==> src/rtl/seq_multiplier.sv <==
// Sequential 8x8 shift-and-add multiplier built around a single ripple-carry byte adder.
// Define MUL_SIGNED_EN for two's-complement operands (magnitude multiply, sign applied at the end).
module seq_multiplier (
   input  logic        clk,
   input  logic        rst,
   input  logic        start,
   input  logic [7:0]  A,
   input  logic [7:0]  B,
   output logic [15:0] P,
   output logic        busy,
   output logic        done
);

   typedef enum logic [1:0] {IDLE, RUN, DONE} state_t;

   state_t      state_q, state_d;
   logic [7:0]  m_q, m_d;
   logic [7:0]  acc_q, acc_d;
   logic [7:0]  q_q, q_d;
   logic [2:0]  cnt_q, cnt_d;
   logic [15:0] p_q, p_d;

   logic [7:0]  addend;
   logic [7:0]  sum;
   logic [8:0]  carry;
   logic        cout;
   logic [15:0] prod_next;
   logic [7:0]  a_cap;
   logic [7:0]  b_cap;

`ifdef MUL_SIGNED_EN
   logic        neg_q, neg_d;

   // Magnitudes fit in 8 unsigned bits; -128 becomes 0x80.
   assign a_cap = A[7] ? (~A + 8'd1) : A;
   assign b_cap = B[7] ? (~B + 8'd1) : B;
`else
   assign a_cap = A;
   assign b_cap = B;
`endif

   // The one byte adder: ACC + (Q[0] ? M : 0), carry-in tied low.
   always_comb begin
      addend   = q_q[0] ? m_q : 8'd0;
      sum      = 8'd0;
      carry    = 9'd0;
      carry[0] = 1'b0;
      for (int i = 0; i < 8; i++) begin
         sum[i]       = acc_q[i] ^ addend[i] ^ carry[i];
         carry[i + 1] = (acc_q[i] & addend[i]) | (carry[i] & (acc_q[i] ^ addend[i]));
      end
      cout      = carry[8];
      prod_next = {cout, sum, q_q[7:1]};
   end

   always_comb begin
      state_d = state_q;
      m_d     = m_q;
      acc_d   = acc_q;
      q_d     = q_q;
      cnt_d   = cnt_q;
      p_d     = p_q;
`ifdef MUL_SIGNED_EN
      neg_d   = neg_q;
`endif
      unique case (state_q)
         IDLE, DONE: begin
            if (start) begin
               m_d     = a_cap;
               q_d     = b_cap;
               acc_d   = 8'd0;
               cnt_d   = 3'd0;
`ifdef MUL_SIGNED_EN
               neg_d   = A[7] ^ B[7];
`endif
               state_d = RUN;
            end else begin
               state_d = IDLE;
            end
         end
         RUN: begin
            {acc_d, q_d} = prod_next;
            cnt_d        = cnt_q + 3'd1;
            if (cnt_q == 3'd7) begin
`ifdef MUL_SIGNED_EN
               p_d = neg_q ? (~prod_next + 16'd1) : prod_next;
`else
               p_d = prod_next;
`endif
               state_d = DONE;
            end
         end
         default: state_d = IDLE;
      endcase
   end

   always_ff @(posedge clk or posedge rst) begin
      if (rst) begin
         state_q <= IDLE;
         m_q     <= 8'd0;
         acc_q   <= 8'd0;
         q_q     <= 8'd0;
         cnt_q   <= 3'd0;
         p_q     <= 16'd0;
`ifdef MUL_SIGNED_EN
         neg_q   <= 1'b0;
`endif
      end else begin
         state_q <= state_d;
         m_q     <= m_d;
         acc_q   <= acc_d;
         q_q     <= q_d;
         cnt_q   <= cnt_d;
         p_q     <= p_d;
`ifdef MUL_SIGNED_EN
         neg_q   <= neg_d;
`endif
      end
   end

   assign P    = p_q;
   assign busy = (state_q == RUN);
   assign done = (state_q == DONE);

endmodule

==> config.mk <==
export PLATFORM = sky130hd
export DESIGN_NAME = seq_multiplier
export DESIGN_NICKNAME = d
export VERILOG_FILES = /design/src/rtl/seq_multiplier.sv
export SDC_FILE = /design/constraint.sdc
export NUM_CORES = 1
export LEC_CHECK = 0
export BUFFER_PORTS_ARGS = -buffer_cell sky130_fd_sc_hd__buf_2
export CORE_ASPECT_RATIO = 0.6
export CORE_MARGIN = 4
export CORE_UTILIZATION = 35
export DETAILED_ROUTE_END_ITERATION = 8
export MAX_ROUTING_LAYER = met4
export PLACE_DENSITY = 0.6
export SLEW_MARGIN = 40
export SYNTH_ARGS = -nofsm -noshare
export SYNTH_HDL_FRONTEND = slang
export SYNTH_SLANG_ARGS = --single-unit
==> constraint.sdc <==
create_clock -name clk -period 4.73 [get_ports clk]
set_input_delay 0.2365 -clock clk [delete_from_list [all_inputs] [get_ports clk]]
set_output_delay 0.2365 -clock clk [all_outputs]
set_load 0.05 [all_outputs]
Yosys cells after proc, flatten, opt, wreduce, memory -nomap -nowiden
Cells that the tools add are included.

Input port bits: 19. Output and inout port bits: 18. Register bits after elaboration: 45. Word-level logic and storage cells: 65.

Bitwise gates (word level): 37. Add/subtract/negate cells: 1. Equality and inequality tests: 5. Reduce and logical (&&, ||, !) cells: 6. Muxes and demuxes: 10.

Operators by type and width (count): $pmux 8 s2 (2); $mux 8 (3); $and 1x1->1 (15); $xor 1x1->1 (15); $or 1x1->1 (7); $pmux 3 s2 (1); $reduce_and 2->1 (3); $pmux 2 s2 (1); $add 3x1->3 const B (1); $eq 3x3->1 const B (1); $mux 3 (1); $eq 2x1->1 const B (1); $eq 2x2->1 const B (1); $logic_not 2->1 (1); $mux 2 (1); $ne 2x1->1 const B (1); $ne 2x2->1 const B (1); $reduce_bool 2->1 (1); $reduce_or 2->1 (1); $mux 1 (1).

Longest topological paths before layout
Word-level depth: 17. Gate-level depth with buffers: 15. Gate-level depth less buffers: 14.

Worst setup path before layout
Ideal clock, no wire load.

Kind: reg2reg. Start point: register q_q[0]. End point: register acc_q[6]. Required time: 4.609 ns. Arrival time: 3.453 ns. Slack: 1.156 ns. Setup time: 0.121 ns. Stages on the path, launching flop included: 16. Path buffers: 1. Period minus slack after synthesis: 3.574 ns. Cell sequence: dfrtp_1 -> clkbuf_1 -> and2_1 -> ha_1 -> inv_1 -> fa_1 -> fa_1 -> fa_1 -> fa_1 -> inv_1 -> fa_1 -> fa_1 -> inv_1 -> fa_1 -> o21ai_0 -> a22o_1.

Longest elaborated chain between the ends: 16. Elaborated cells between the ends (all ways): 29. Classes of those cells: mux: 2; bitwise: 27.

Ends and longest elaborated chain: start: declaration (RTL line 19) `logic [7:0] q_q, q_d;`; start signal: assignment (RTL line 112) `q_q <= q_d;`; $mux 8 * (RTL line 44) `addend = q_q[0] ? m_q : 8'd0;`; $and 1x1->1 / $xor 1x1->1 (equally long branches) (RTL line 50) `carry[i + 1] = (acc_q[i] & addend[i]) | (carry[i] & (acc_q[i] ^ addend[i]));`; $and 1x1->1 (RTL line 50); $or 1x1->1 (RTL line 50); $and 1x1->1 (RTL line 50); $or 1x1->1 (RTL line 50); $and 1x1->1 (RTL line 50); $or 1x1->1 (RTL line 50); $and 1x1->1 (RTL line 50); $or 1x1->1 (RTL line 50); $and 1x1->1 (RTL line 50); $or 1x1->1 (RTL line 50); $and 1x1->1 (RTL line 50); $or 1x1->1 (RTL line 50); $xor 1x1->1 * (RTL line 49) `sum[i] = acc_q[i] ^ addend[i] ^ carry[i];`; $pmux 8 s2 * (RTL line 66) `unique case (state_q)`; end signal: assignment (RTL line 101) `acc_q <= 8'd0;`; end signal: assignment (RTL line 111) `acc_q <= acc_d;`; end: declaration (RTL line 18) `logic [7:0] acc_q, acc_d;`.

Mark *: on every way between the ends. The rest lies on a longest branch, timed or not. A chain may end at the register's enable or synchronous reset.

Final worst setup path
Ends and elaborated chain as after synthesis.

==> impl_metrics.yaml <==
route:
  drt_iter0_markers: 67
  vias: 1352
  drc: 0
  wire_per_inst_um: 14.2
  firstDrtPassIters: 4
  vias_per_cell: 4.60
  ant_nets: 0
  routed_wl_um: 4180
logic_synthesis:
  synth.distinct_cells: 22
  synth.most_common_cell: "dfrtp_1"
  netlist_top_cells_count: "45 x dfrtp_1, 21 x nand2_1, 19 x inv_1, 18 x o21ai_0, 14 x mux2_2"
  syn_area_mm2: 0.00207
  syn_area_per_cell_um2: 11.6
  synth_top_area_cell: "dfrtp_1"
  synth-seq-cells: 45
  synth_cells: 178
  ys.flop_type: "dfrtp_1"
  ys_seq_area_frac: 0.545
  syn_nets: 207
  synth_edf_count: 0
  yosysTopAreaCellShare: 0.545
  synthTopCellsByArea: "dfrtp_1 55%, mux2_2 7.6%, fa_1 6.8%"
  synth-async-reset-ratio: 1.00
  synth_warnings: 0
critical_path:
  cp_slowest_cell: "fa_1"
  cp_num_cells: 14
  reg2reg_to: "acc_q[6]"
  slowest_delay_ns: 0.48
  cp-end-kind: "flop"
  crit_end: "acc_q[6]"
  cp-startpoint: "q_q[0]"
  reg2reg_depth: 14
  path_delay_family: "adder cells"
  critPathBufInv: 3
  critPathMaxFanout: 9
  r2r_start: "q_q[0]"
  reg2reg_slack_ns: 1.01
  path_cells: "and2_1 -> ha_1 -> inv_1 -> fa_1 -> fa_1 -> fa_1 -> fa_1 -> inv_1 -> fa_1 -> fa_1 -> inv_1 -> fa_1 -> o21ai_0 -> a22o_1"
  cp-start-kind: "flop"
  critPathKind: "reg2reg"
  path_common_cell: "fa_1"
  worstPathArrival_ns: 3.92
  crit_required_ns: 4.93
timing:
  rsz0062_at_grt: "no"
  slew_violations: 0
  slew_headroom: 0.597
  worst_slew_pin_slew_ns: 0.604
  fmax_ghz: 0.269
  setup_viol: 0
  hold_viol_final: 0
  period_share: 0.787
  period_minus_slack_ns: 3.72
  finClkSkew_ns: 0.00663
  fin_tns_setup_ns: 0
grt:
  grt_antenna_before_repair: 0
  grt_pass1_vias: 1343
  grt_pass1_wl_um: 7070
  grt_start_max_net_pins: 46
  grt_usage: 0.136
  overflow: 0
power_and_ir_drop:
  ir_drop_v: 0.000256
  leakagePower_nw: 1.14
  powerDensity_mw_per_mm2: 825
floorplanning:
  core_area_mm2: 0.00565
  boundaryPins: 37
  die_w_um: 107
  die_h_um: 67.5
  start_util: 0.366
  die_area_mm2: 0.00724
  num_rows: 21
finish:
  nets: 242
  drive_above_1_share: 0.327
  fillers: 573
  finalNonFillerCells: 294
  finish.utilization: 0.423
  n_antenna_cell: 0
  areaGrowthSynthToFinish_pct: 15.7
clock_tree:
  numCtsBuffers: 5
  cts.sinks: 45
  clock_path_buffers: 2
  cts_root_buffer: "clkbuf_8"
  cts_setup_buffers: 0
  cts_tree: "yes"
  cts.htree.levels: 2
  clk_latency_ns: 0.30
  clkTransAtPathRegs_ns: 0.08
  cts_resized: 0
  cts_hold_buf: 0
placed_design:
  post-dp-hpwl_um: 3060
  place.gp.congestion: 0.781
  port_buffers: 36
  dp.cells: 286
job:
  cap_violations: 0
outcome:
  outcome: "finished clean"
min_path:
  hp-class: "in2async"
worst register-to-register path: cells and delay by family, from the launching register on:
kind	cells	cell delay, ns
adder cells (fa/ha/maj)	8	2.52
flip-flops	1	0.47
AO/OA/AOI/OAI	2	0.29
buffers and inverters	3	0.18
AND/OR/NAND/NOR	1	0.17
worst min path at each step:
stage	startpoint	end	slack [ns]
4_1_cts	rst	P[6]	0.08
5_1_grt	rst	P[5]	0.12
3_3_place_gp	rst	P[5]	0.41
2_1_floorplan	start	acc_q[1]	0.32
3_5_place_dp	rst	P[4]	0.41
6_report	rst	P[5]	0.06
report_power, final:
part           total [mW]  switching (mW)  internal (mW)
clock               0.232           0.128          0.105
sequential          0.702           0.127          0.575
combinational        1.04           0.647          0.390
total                1.97           0.902           1.07
per-layer routing:
metal  up-vias  part of all wire  track usage
met5         -                 0            -
met4         0             0.012       0.0574
met3         7             0.050       0.0382
met2        37              0.36        0.156
met1       645              0.58        0.212
li1        663                 -            -
logic make-up (layout without fill, tap and decap cells):
group	after synthesis	count (layout)	synth area share
and+or+nand+nor	36	36	0.0818
DFF	45	45	0.545
buffers and inverters	29	65	0.0624
adders and majority gates	10	10	0.0860
muxes	14	14	0.0763
AOI/OAI and AO/OA	44	44	0.148
stage by stage:
step / hold WS [ns] / instance area [µm²] / total power, mW / setup slack [ns]
floorplan: 0.323 / 2070 / 1.51 / 1.16
global placement: 0.410 / 2300 / 1.73 / 1.16
detailed placement: 0.410 / 2310 / 1.76 / 1.03
CTS: 0.0802 / 2390 / 2.00 / 1.01
global route: 0.116 / 2390 / 2.15 / 0.810
finish: 0.0574 / 2390 / 1.97 / 1.01
state kept, by name, indices dropped and copies added (netlist names):
register / cells
P: 16
acc_q: 8
cnt_q: 3
m_q: 8
q_q: 8
state_q: 2
placed cells by master (no fill, tap or decap), drive strengths merged:
cell / n
a21oi: 8
a22o: 5
and2: 5
buf: 38
clkbuf: 7
clkinv: 1
clkinvlp: 1
dfrtp: 45
fa: 7
ha: 3
inv: 18
mux2: 14
nand2: 21
nand2b: 4
nand3: 2
nand3b: 1
nor2: 2
nor2b: 1
o21ai: 18
o22ai: 8
o2bb2ai: 2
o31ai: 3
layout make-up:
class	count	area, µm²	area share
timing repair buffer	38	195	0.0817
tap	80	100	0.0419
multi-input combinational	104	813	0.340
sequential	45	1130	0.471
inverter	19	71.3	0.0298
clock inverter	1	7.51	0.00314
clock buffer	7	76.3	0.0319
(Power assumes the default switching activity.)
